[config.mk]
export PLATFORM = sky130hd
export DESIGN_NAME = nibble_serial_adder_flat
export DESIGN_NICKNAME = d
export VERILOG_FILES = /design/src/rtl/nibble_serial_adder_pkg.sv /design/src/rtl/nibble_serial_adder_if.sv /design/src/rtl/nibble_serial_adder_rc1.sv /design/src/rtl/nibble_serial_adder.sv /design/src/flat_wrapper.sv
export SDC_FILE = /design/constraint.sdc
export NUM_CORES = 1
export LEC_CHECK = 0
export ABC_AREA = 1
export BUFFER_PORTS_ARGS = -buffer_cell sky130_fd_sc_hd__buf_2
export CELL_PAD_IN_SITES_DETAIL_PLACEMENT = 0
export CELL_PAD_IN_SITES_GLOBAL_PLACEMENT = 1
export CORE_MARGIN = 4
export CORE_UTILIZATION = 40
export DETAILED_ROUTE_END_ITERATION = 6
export HOLD_SLACK_MARGIN = 0.08
export MAX_ROUTING_LAYER = met4
export PLACE_DENSITY_LB_ADDON = 0.1
export SLEW_MARGIN = 20
export SYNTH_ARGS = -nofsm -noshare
export SYNTH_HDL_FRONTEND = slang
export SYNTH_SLANG_ARGS = --single-unit
[constraint.sdc]
create_clock -name clk -period 7.6 [get_ports clk]
set_input_delay 0.38 -clock clk [delete_from_list [all_inputs] [get_ports clk]]
set_output_delay 0.38 -clock clk [all_outputs]
set_load 0.005 [all_outputs]
[src/rtl/nibble_serial_adder_pkg.sv]
// Shared types and constants for the nibble-serial multi-precision adder.
package nsa_pkg;

  typedef enum logic [1:0] {IDLE, RUN, DONE} nsa_state_t;

  localparam int NIB_W = 4;

endpackage

[src/rtl/nibble_serial_adder_if.sv]
// Operand and result handshakes of nibble_serial_adder.
// Optional macro SIGNED_OVF_EN adds the ovf_out signal.
interface nibble_serial_adder_if
  import nsa_pkg::*;
#(
  parameter int NIB = 4
);

  logic                   in_valid;
  logic                   in_ready;
  logic [NIB_W*NIB-1:0]   a_in;
  logic [NIB_W*NIB-1:0]   b_in;
  logic                   cin_in;
  logic                   out_valid;
  logic                   out_ready;
  logic [NIB_W*NIB:0]     sum_out;
`ifdef SIGNED_OVF_EN
  logic                   ovf_out;
`endif

  modport master (
    output in_valid, a_in, b_in, cin_in, out_ready,
    input  in_ready, out_valid, sum_out
`ifdef SIGNED_OVF_EN
    , input ovf_out
`endif
  );

  modport slave (
    input  in_valid, a_in, b_in, cin_in, out_ready,
    output in_ready, out_valid, sum_out
`ifdef SIGNED_OVF_EN
    , output ovf_out
`endif
  );

endinterface

[src/rtl/nibble_serial_adder_rc1.sv]
// rc1: 4-bit ripple-carry adder, S[4] is the carry-out.
module rc1 (
  input  logic [3:0] A,
  input  logic [3:0] B,
  input  logic       Cin,
  output logic [4:0] S
);

  logic [4:0] c;

  assign c[0] = Cin;

  for (genvar i = 0; i < 4; i++) begin : g_fa
    assign S[i]   = A[i] ^ B[i] ^ c[i];
    assign c[i+1] = (A[i] & B[i]) | (c[i] & (A[i] ^ B[i]));
  end

  assign S[4] = c[4];

endmodule

[src/rtl/nibble_serial_adder.sv]
// Multi-precision adder: streams operands through rc1 one nibble per clock, LSB first.
// Optional macro SIGNED_OVF_EN adds ovf_out (signed overflow at width 4*NIB).
module nibble_serial_adder
  import nsa_pkg::*;
#(
  parameter int NIB = 4
) (
  input  logic                  clk,
  input  logic                  reset_n,
  nibble_serial_adder_if.slave  bus
);

  localparam int W     = NIB_W * NIB;
  localparam int IDX_W = (NIB > 1) ? $clog2(NIB) : 1;
  localparam logic [IDX_W-1:0] LAST_IDX = IDX_W'(NIB - 1);

  nsa_state_t       state;
  logic [IDX_W-1:0] idx;
  logic             carry;
  logic [W-1:0]     a_q;
  logic [W-1:0]     b_q;
  logic [W:0]       sum_q;
  logic             in_ready_q;
  logic             out_valid_q;

  logic [NIB_W-1:0] a_nib;
  logic [NIB_W-1:0] b_nib;
  logic [NIB_W:0]   s_nib;

  assign a_nib = a_q[NIB_W*idx +: NIB_W];
  assign b_nib = b_q[NIB_W*idx +: NIB_W];

  rc1 u_rc1 (
    .A   (a_nib),
    .B   (b_nib),
    .Cin (carry),
    .S   (s_nib)
  );

`ifdef SIGNED_OVF_EN
  // Carry into the operand MSB: only meaningful while the top nibble is on rc1.
  logic [NIB_W-1:0] low_sum;
  logic             ovf_q;

  assign low_sum = {1'b0, a_nib[NIB_W-2:0]} + {1'b0, b_nib[NIB_W-2:0]}
                 + {{(NIB_W-1){1'b0}}, carry};
`endif

  // NOTE: all state, including the operand and sum datapath, resets
  // asynchronously so an abort mid-transaction leaves nothing stale behind.
  always_ff @(posedge clk or negedge reset_n) begin
    if (!reset_n) begin
      state       <= IDLE;
      idx         <= '0;
      carry       <= 1'b0;
      a_q         <= '0;
      b_q         <= '0;
      sum_q       <= '0;
      in_ready_q  <= 1'b1;
      out_valid_q <= 1'b0;
`ifdef SIGNED_OVF_EN
      ovf_q       <= 1'b0;
`endif
    end else begin
      // NOTE: non-blocking assignments throughout; every read sees the
      // pre-edge value, so the carry chains cleanly from nibble to nibble.
      case (state)
        IDLE: begin
          if (bus.in_valid) begin
            a_q        <= bus.a_in;
            b_q        <= bus.b_in;
            carry      <= bus.cin_in;
            sum_q      <= '0;
            idx        <= '0;
            in_ready_q <= 1'b0;
            state      <= RUN;
          end
        end

        RUN: begin
          sum_q[NIB_W*idx +: NIB_W] <= s_nib[NIB_W-1:0];
          carry                     <= s_nib[NIB_W];
          if (idx == LAST_IDX) begin
            sum_q[W]    <= s_nib[NIB_W];
            idx         <= '0;
            out_valid_q <= 1'b1;
`ifdef SIGNED_OVF_EN
            ovf_q       <= low_sum[NIB_W-1] ^ s_nib[NIB_W];
`endif
            state       <= DONE;
          end else begin
            idx <= idx + 1'b1;
          end
        end

        DONE: begin
          if (bus.out_ready) begin
            out_valid_q <= 1'b0;
            in_ready_q  <= 1'b1;
            idx         <= '0;
`ifdef SIGNED_OVF_EN
            ovf_q       <= 1'b0;
`endif
            state       <= IDLE;
          end
        end

        default: begin
          state       <= IDLE;
          in_ready_q  <= 1'b1;
          out_valid_q <= 1'b0;
        end
      endcase
    end
  end

  assign bus.in_ready  = in_ready_q;
  assign bus.out_valid = out_valid_q;
  assign bus.sum_out   = sum_q;
`ifdef SIGNED_OVF_EN
  assign bus.ovf_out   = ovf_q;
`endif

endmodule
[src/flat_wrapper.sv]
// flat-port wrapper written by rule: the top's interface ports become plain ports
module nibble_serial_adder_flat import nsa_pkg::*;
#(
  parameter int NIB = 4
)
  (clk, reset_n, bus_in_valid, bus_a_in, bus_b_in, bus_cin_in, bus_out_ready, bus_in_ready, bus_out_valid, bus_sum_out);
  nibble_serial_adder_if #(.NIB(NIB)) bus_i ();
  input  logic clk;
  input  logic reset_n;
  input wire logic [$bits(bus_i.in_valid)-1:0] bus_in_valid;
  input wire logic [$bits(bus_i.a_in)-1:0] bus_a_in;
  input wire logic [$bits(bus_i.b_in)-1:0] bus_b_in;
  input wire logic [$bits(bus_i.cin_in)-1:0] bus_cin_in;
  input wire logic [$bits(bus_i.out_ready)-1:0] bus_out_ready;
  output wire logic [$bits(bus_i.in_ready)-1:0] bus_in_ready;
  output wire logic [$bits(bus_i.out_valid)-1:0] bus_out_valid;
  output wire logic [$bits(bus_i.sum_out)-1:0] bus_sum_out;
  assign bus_i.in_valid = bus_in_valid;
  assign bus_i.a_in = bus_a_in;
  assign bus_i.b_in = bus_b_in;
  assign bus_i.cin_in = bus_cin_in;
  assign bus_i.out_ready = bus_out_ready;
  assign bus_in_ready = bus_i.in_ready;
  assign bus_out_valid = bus_i.out_valid;
  assign bus_sum_out = bus_i.sum_out;
  nibble_serial_adder #(.NIB(NIB)) u_core (.clk(clk), .reset_n(reset_n), .bus(bus_i));
endmodule
# Yosys cells after proc, flatten, opt, wreduce, memory -nomap -nowiden
# Index checks and enable logic that the tools add are counted.
# classes
n_addsub	2
multipliers	0
n_reduce_logical	9
div_mod_pow	0
n_bitwise	22
n_shift	4
eq_ne	6
magnitude_cmp	0
muxes	19
# op_table
operator	n
4-bit negation with 34-bit output	1
17-bit case mux with 2 select lines	1
4-bit by 34-bit variable shift with 17-bit output, first input constant	1
4-bit by 34-bit indexed part select with 17-bit output	1
16-bit by 5-bit indexed part select with 4-bit output	2
17-bit bitwise mux	1
17-bit 2-to-1 mux	1
2-bit case mux with 3 select lines	2
3-bit AND reduction	4
2-bit 2-to-1 mux	5
1-bit bitwise AND	8
1-bit XOR	8
1-bit 2-to-1 mux	6
1-bit case mux with 3 select lines	2
2-bit == test, second input constant	2
2-bit inequality test, second input constant	2
1-bit OR	4
2-bit AND reduction	2
3-bit nonzero test	1
2-bit by 1-bit adder with 2-bit output, second input constant	1
2-bit by 1-bit == test with 1-bit output, second input constant	1
2-bit logical NOT	1
2-bit by 1-bit inequality test with 1-bit output, second input constant	1
1-bit inverter	2
2 further kinds	2
# word_totals
memories	0
in_bits	37
out_inout_bits	19
latchBits	0
elab_cells	70
ramBits	0
romBits	0
register_bits	56

# Depth between registers and ports, before layout
# Gate-level depths: netlist of the first run.
# logic_depth
depth_word	13
ltp_mapped	13
ltp_nobuf	12

# Hierarchy
# Synthesis of the first run repeated with hierarchy kept, for this count alone.
# unflattened
cells_unflattened	344
area_unflattened_um2	2723.9
# by_module_without_submodules
module	area_per_inst_um2	instances	cells_each	seq_area_each_um2
nibble_serial_adder	2606.2	1	330	1402.6
rc1	117.6	1	14	0.0

# Worst setup path before layout of the first run
# Ideal clock, no wire load.
# synth_timing
path_kind	flip-flop to flip-flop
from	reg u_core.idx[0]
to	reg u_core.sum_q[7], in the netlist u_core.bus.sum_out[7]
setup_time_ns	0.132
stages_incl_launch_ff	14
slack_ns	4.784
period_less_slack_ns	2.816
t_required_ns	7.468
t_arrival_ns	2.684
path_buffers	1
cell_sequence	dfrtp_1 > inv_1 > clkbuf_1 > o21ai_0 > o22a_1 > fa_1 > fa_1 > inv_1 > fa_1 > fa_1 > inv_1 > nor3_1 > nand2_1 > o21ai_0
# synth_between
elab_chain_len	12
word_cells_on_any_way	24
classes_between	add/sub: 1; shift: 4; mux: 2; bitwise: 17
# synth_lines
item	line_no	text
start, declared	nibble_serial_adder.sv:18	logic [IDX_W-1:0] idx;
start signal, assigned	nibble_serial_adder.sv:92	idx <= idx + 1'b1;
16-bit by 5-bit indexed part select with 4-bit output (on tied branches)	nibble_serial_adder.sv:30, nibble_serial_adder.sv:31	
1-bit XOR	nibble_serial_adder_rc1.sv:14, nibble_serial_adder_rc1.sv:15	
1-bit bitwise AND	nibble_serial_adder_rc1.sv:15	assign c[i+1] = (A[i] & B[i]) | (c[i] & (A[i] ^ B[i]));
1-bit OR	nibble_serial_adder_rc1.sv:15	
1-bit bitwise AND	nibble_serial_adder_rc1.sv:15	
1-bit OR	nibble_serial_adder_rc1.sv:15	
1-bit bitwise AND	nibble_serial_adder_rc1.sv:15	
1-bit OR	nibble_serial_adder_rc1.sv:15	
1-bit XOR	nibble_serial_adder_rc1.sv:14	assign S[i] = A[i] ^ B[i] ^ c[i];
4-bit by 34-bit indexed part select with 17-bit output	nibble_serial_adder.sv:81	sum_q[NIB_W*idx +: NIB_W] <= s_nib[NIB_W-1:0];
17-bit bitwise mux *	nibble_serial_adder.sv:81	
17-bit case mux with 2 select lines *	nibble_serial_adder.sv:67	case (state)
end signal, assigned by index	nibble_serial_adder.sv:81	
end signal, assigned by index	nibble_serial_adder.sv:84	sum_q[W] <= s_nib[NIB_W];
end, declared	nibble_serial_adder.sv:22	logic [W:0] sum_q;
# Mark *: on every way between the ends. The rest lies on a longest branch, timed or not.
# A chain may end at the register's enable or synchronous reset.

# Worst setup path in the final report of the first run
# Ends and elaborated chain as after synthesis.

==> flow_summary_export.csv, run 1 <==
group,metric,value,unit
synth,synth_area,2684,um^2
sta,rsz0062_at_grt,"false",
placed_design,io_buffers,55,
synth,async_flop_share,100.0,%
pwr,vdd_drop_max,0.1532,mV
synth,ys_seq_area_share,52.26,%
pwr,p_switching,0.0005905,W
sta,fmax,283.1,MHz
global_route,grt_max_degree,57,
floorplanning,fp.dieArea,8084,um^2
cells_and_area,fin_nets,425,
sta,slew_viol_final,0,
clock_network,cts_buffers,5,
synth,ys_ff_latch,56,
cells_and_area,layout-drive-gt1-share,19.42,%
critical_path,path_max_fanout,23,
detailed_routing,drtAntennaViolNets,0,
critical_path,critical_path_class,"reg -> reg",
floorplanning,num_rows,29,
cells_and_area,area_delta_synth_final,14.78,%
clock_network,cts.sinks,56,
pwr,cellInternalPower,0.0007462,W
pwr,leakage,1.719,nW
synth,ys_warn_count,0,
placed_design,gp_congestion,0.8138,
cells_and_area,final_core_util,47.96,%
sta,fin_skew,0.006005,ns
hold_path,min_path_type,"in -> async",
detailed_routing,initialDrtViolationCount,99,
clock_network,htreeDepth,2,
pwr,p_sw_share,44.18,%
detailed_routing,drc,0,
floorplanning,start_util,41.79,%
critical_path,start_kind,"flip-flop",
synth,synth.distinct_cells,20,
clock_network,clk_latency,0.30,ns
sta,finalHoldViolCount,0,
clock_network,clkTransAtPathRegs,0.10,ns
synth,synth_edf_count,0,
global_route,grt_pass1_wl,10.18,mm
cells_and_area,diodes,0,
synth,synth.largest_area_cell,"dfrtp_1",
pwr,pwr-share-seq,38.9,%
synth,synthTopCellsByCount,"nand2_1, dfrtp_1, o21ai_0",
placed_design,dp_hpwl,4.224,mm
floorplanning,die_h,89.91,um
synth,syn-num-nets,375,
critical_path,cp.required,7.83,ns
floorplanning,core,6422,um^2
sta,hold_slack,0.1864,ns
synth,synth_flop_cell,"dfrtp_1",
sta,tightest_slew,0.7091,ns
global_route,grt_usage,15.66,%
synth,syn_inst,330,
pwr,p_clk_share,12.4,%
clock_network,hold_buffers,0,
pwr,comb_power_share,48.8,%
detailed_routing,first_pass_iters,4,
detailed_routing,wl_per_cell,12.97,um
detailed_routing,num_vias,2194,
floorplanning,die_width,89.91,um
global_route,antenna_found_initial,0,
status,status,"finished, final reports clean",
sta,finalCritPeriodShare,46.47,%
pwr,cellPowerDensity,433.9,nW/um^2
sta,setup_viol,0,
synth,synth_most_common_cell,"nand2_1",
detailed_routing,vias_per_cell,4.790,
global_route,grt.overflow.total,0,
clock_network,root_buffer,"clkbuf_8",
clock_network,tritoncts,"built",
critical_path,end_kind,"flip-flop",
synth,yosysTopAreaCellShare,51.28,%
detailed_routing,wirelength,5.941,mm
clock_network,post_cts_resized,0,
job,max_cap_viol_count,0,
sta,timing.final.crit_period,3.532,ns
global_route,grt_pass1_vias,2205,
synth,syn_avg_cell_area,8.133,um^2
sta,tns,0,ns
synth,synth.area.top_cells,"dfrtp_1, nand2_1, o21ai_0",
floorplanning,io_pins,56,
sta,slew_headroom,52.73,%
critical_path,arrival,3.76,ns
clock_network,cts_setup_buffers,0,
clock_network,cts_buffer_depth,2,
flip-flops by register name (all words and copies together), names as in the netlist:
| name | cells |
|---|---|
| u_core.state | 2 |
| u_core.b_q | 16 |
| u_core.bus.sum_out | 17 |
| u_core.bus.out_valid | 1 |
| u_core.carry | 1 |
| u_core.idx | 2 |
| u_core.a_q | 16 |
| u_core.bus.in_ready | 1 |
final timing paths:
kind	from	to	slack, ns	cells after the start
setup reg to reg	u_core.idx[0]	u_core.bus.sum_out[7]	4.07	12
min in group clk	bus_b_in[8]	u_core.b_q[8]	0.27	3
max in group asynchronous	reset_n	u_core.carry	6.92	2
hold reg to reg	u_core.bus.in_ready	u_core.bus.in_ready	0.46	2
hold / removal	reset_n	u_core.bus.sum_out[6]	0.19	2
setup / recovery	u_core.idx[0]	u_core.bus.sum_out[7]	4.07	12
critical path, stage by stage (launching register included):
cell	delay [ns]
dfrtp_1	0.77
inv_1	0.50
o21ai_0	0.29
o22a_1	0.18
fa_1	0.18
fa_1	0.16
inv_1	0.05
fa_1	0.37
fa_1	0.54
inv_1	0.07
nor3_1	0.20
nand2_1	0.08
o21ai_0	0.07
per-stage QoR:
step / setup slack, ns / total power (W) / std cells / area (um^2)
2_1_floorplan: 4.784 / 0.0009928 / 330 / 2684
3_3_place_gp: 4.203 / 0.001177 / 450 / 2990
3_5_place_dp: 4.074 / 0.001190 / 450 / 2990
4_1_cts: 4.053 / 0.001359 / 458 / 3080
5_1_grt: 3.753 / 0.001476 / 458 / 3080
6_report: 4.068 / 0.001337 / 458 / 3080
kinds of logic after synthesis:
logic type | count (synthesis) | share of synthesized area [%]
and+or+nand+nor | 196 | 29.79
DFF | 56 | 52.26
AOI/OAI and AO/OA | 36 | 7.459
buffers and inverters | 34 | 5.641
adders and majority gates | 8 | 4.849
power by group through the flow:
| stage | registers (W) | logic [W] | clock network, W |
|---|---|---|---|
| 2_1_floorplan | 0.000492 | 0.000501 | 0 |
| 3_3_place_gp | 0.000527 | 0.000650 | 0 |
| 3_5_place_dp | 0.000527 | 0.000663 | 0 |
| 4_1_cts | 0.000521 | 0.000666 | 0.000172 |
| 5_1_grt | 0.000539 | 0.000753 | 0.000185 |
| 6_report | 0.000520 | 0.000652 | 0.000165 |
final cells by class:
class / instances / area [um^2]
clock buffer: 8 / 90.09
tap: 77 / 96.34
inverter: 21 / 78.83
fill: 675 / 3342
multi-input combinational: 240 / 1130
sequential: 56 / 1403
timing repair buffer: 56 / 282.8
routing by layer:
metal / vias to the layer above / part of all wire (%) / GRT usage, % / wire length, um
li1: 1128 / - / - / -
met1: 1023 / 47 / 19.08 / 2771
met2: 41 / 49 / 26.63 / 2939
met3: 2 / 3.1 / 3.005 / 186
met4: 0 / 0.74 / 4.592 / 44
met5: - / 0 / - / 0
placed cells by master (no fill, tap or decap), types with 6 or more instances in the layout:
master / netlist / final
buf_2: 4 / 55
clkbuf_8: 0 / 6
dfrtp_1: 55 / 55
inv_1: 18 / 18
nand2_1: 150 / 150
nand3_1: 11 / 11
nor2_1: 23 / 23
o21ai_0: 28 / 28
Note: power is estimated with default switching activity, not from simulation.
==> inputs of run 2 (changes only) <==
CORE_UTILIZATION = 36   (was 40)
clock period = 2.9 ns   (was 7.6 ns; I/O delays follow)
==> run 2 against run 1 <==
Combinational power increased to 3.0 times the previous value. Utilization increased by 1.0 points. Non-clock buffer count increased by 45. Register-to-register slack got worse by 3.9 ns. Sequential share of layout area decreased by 6.1 points. Critical endpoint unchanged.
==> flow_summary_export.csv, run 2 (synthesis results as in run 1) <==
group,metric,value,unit
status,status,"finished, final reports clean",
detailed_routing,wl_per_cell,12.66,um
critical_path,timing.rr.start,"u_core.idx[0]",
detailed_routing,vias_per_cell,4.499,
global_route,grt_pass1_vias,2358,
sta,slew_viol_final,0,
global_route,grt.overflow.total,0,
global_route,grt_max_degree,44,
clock_network,htreeDepth,2,
pwr,power.total,0.003740,W
critical_path,cp.required,3.09,ns
sta,slew_headroom,59.22,%
floorplanning,start_util,37.00,%
cells_and_area,final_cell_mix,"nand2_1, buf_2, dfrtp_1",
pwr,comb_power_share,52.1,%
cells_and_area,area_delta_synth_final,32.45,%
clock_network,tritoncts,"built",
critical_path,startpoint,"u_core.idx[0]",
hold_path,min_path_type,"in -> reg",
global_route,grt_pass1_wl,11.22,mm
placed_design,io_buffers,55,
detailed_routing,first_pass_iters,4,
sta,finalHoldViolCount,0,
floorplanning,io_pins,56,
floorplanning,fp.dieArea,8900,um^2
pwr,cellPowerDensity,1052,nW/um^2
sta,rsz0062_at_grt,"false",
critical_path,end_kind,"flip-flop",
cells_and_area,layout-drive-gt1-share,20.89,%
floorplanning,die_h,94.34,um
placed_design,dp_hpwl,4.760,mm
clock_network,cts_buffer_depth,2,
cells_and_area,multiInputGateArea,1137,um^2
clock_network,clkTransAtPathRegs,0.10,ns
sta,timing.final.crit_period,2.746,ns
pwr,vdd_drop_max,0.4198,mV
sta,tightest_slew,0.6116,ns
pwr,leakage,1.917,nW
cells_and_area,largest_reg_flops,17,
detailed_routing,num_vias,2362,
pwr,cellInternalPower,0.002100,W
job,max_cap_viol_count,0,
hold_path,hold_start,"bus_out_ready",
cells_and_area,final_common_cell,"nand2_1",
floorplanning,core,7253,um^2
critical_path,crit_slowest_cell,"dfrtp_1",
pwr,p_clk_share,12.2,%
critical_path,start_kind,"flip-flop",
clock_network,cts_buffers,5,
sta,fmax,364.1,MHz
pwr,p_sw_share,43.85,%
floorplanning,num_rows,31,
cells_and_area,seq_area,1403,um^2
global_route,grt_usage,16.53,%
placed_design,gp_congestion,0.8305,
critical_path,critical_path_class,"reg -> reg",
critical_path,path_max_fanout,13,
cells_and_area,fill_cells,766,
pwr,p_switching,0.001640,W
critical_path,path_common_cell,"fa_1",
critical_path,arrival,2.94,ns
sta,tns,0,ns
sta,fin_ws,0.1538,ns
detailed_routing,drtAntennaViolNets,0,
clock_network,clk_latency,0.31,ns
sta,fin_skew,0.009122,ns
clock_network,cts.sinks,56,
floorplanning,die_width,94.34,um
critical_path,max_stage_delay,0.44,ns
placed_design,dp_slack,0.1296,ns
pwr,pwr-share-seq,35.7,%
detailed_routing,drc,0,
critical_path,timing.critical_path.cells,"buf_12 > o21ai_0 > o22a_1 > fa_1 > fa_2 > inv_1 > fa_1 > fa_1 > inv_1 > nor3_2 > nand2_1 > o21ai_0",
placed_design,dp_cells,479,
cells_and_area,fin_nets,470,
detailed_routing,initialDrtViolationCount,85,
cells_and_area,diodes,0,
sta,setup_viol,0,
sta,finalCritPeriodShare,94.70,%
cells_and_area,fin_cells,525,
global_route,antenna_found_initial,0,
clock_network,root_buffer,"clkbuf_8",
detailed_routing,wirelength,6.645,mm
[run 2: changes by cell type in the layout (fill, tap and decap cells not counted), sizes merged]
cell	previous run	this run
clkinvlp	0	1
dlygate4sd3	0	34
clkbuf	8	7
buf	56	67
[run 2: worst paths after layout]
path / end / slack (ns) / cells after the start
max: u_core.bus.sum_out[7] / 0.15 / 12
min: u_core.state[1] / 0.17 / 4
max reg2reg: u_core.bus.sum_out[7] / 0.15 / 12
min reg2reg: u_core.bus.in_ready / 0.46 / 2
max in group asynchronous: u_core.a_q[15] / 1.70 / 3
min in group asynchronous: u_core.bus.sum_out[4] / 0.36 / 2
[run 2: through the flow]
step                      instance area (um^2)  utilization, %  hold WS, ns
after CTS                                 3517           48.49       0.1630
after global routing                      3555           49.01       0.1836
after global placement                    3083           42.50       0.1997
final                                     3555           49.01       0.1678
after detailed placement                  3083           42.50       0.1953
after floorplan                           2684               -      -0.1506
[run 2: power groups by stage]
stage	clock [W]	sequential (W)	combinational, W
after floorplan	0	0.00129	0.00131
after global placement	0	0.00135	0.00185
after detailed placement	0	0.00135	0.00187
after CTS	0.000468	0.00134	0.00191
after global routing	0.000495	0.00137	0.00226
final	0.000456	0.00133	0.00195
[run 2: cell type report]
type                    count  share of cell area, %
flip-flops and latches     56                  39.46
multi-input cells         240                  32.00
repair buffers            101                  20.20
well taps                  99                  3.485
clock buffers               7                  2.429
inverters                  21                  2.218
clock inverters             1                 0.2112
[run 2: metal layers]
| metal | routed length [um] | global-route usage [%] |
|---|---|---|
| met1 | 3096 | 20.92 |
| met2 | 3265 | 27.54 |
| met3 | 206 | 2.869 |
| met4 | 76 | 4.332 |
| met5 | 0 | - |
[run 2: timing repair]
item | 4_1_cts | 5_1_grt
setup buffers | 0 | 4
resized for setup | 0 | 3
endpoints found under the setup margin | 0 | 2
hold buffers | 34 | 0
hold endpoints to repair | 58 | 0
[run 2: worst max-delay path, delay by kind of cell (launching register included)]
family / cells / cell delay (ns)
AOI/OAI and AO/OA: 3 / 0.39
buffers and inverters: 3 / 0.32
DFF: 1 / 0.44
adders and majority gates: 4 / 1.36
and+or+nand+nor: 2 / 0.12
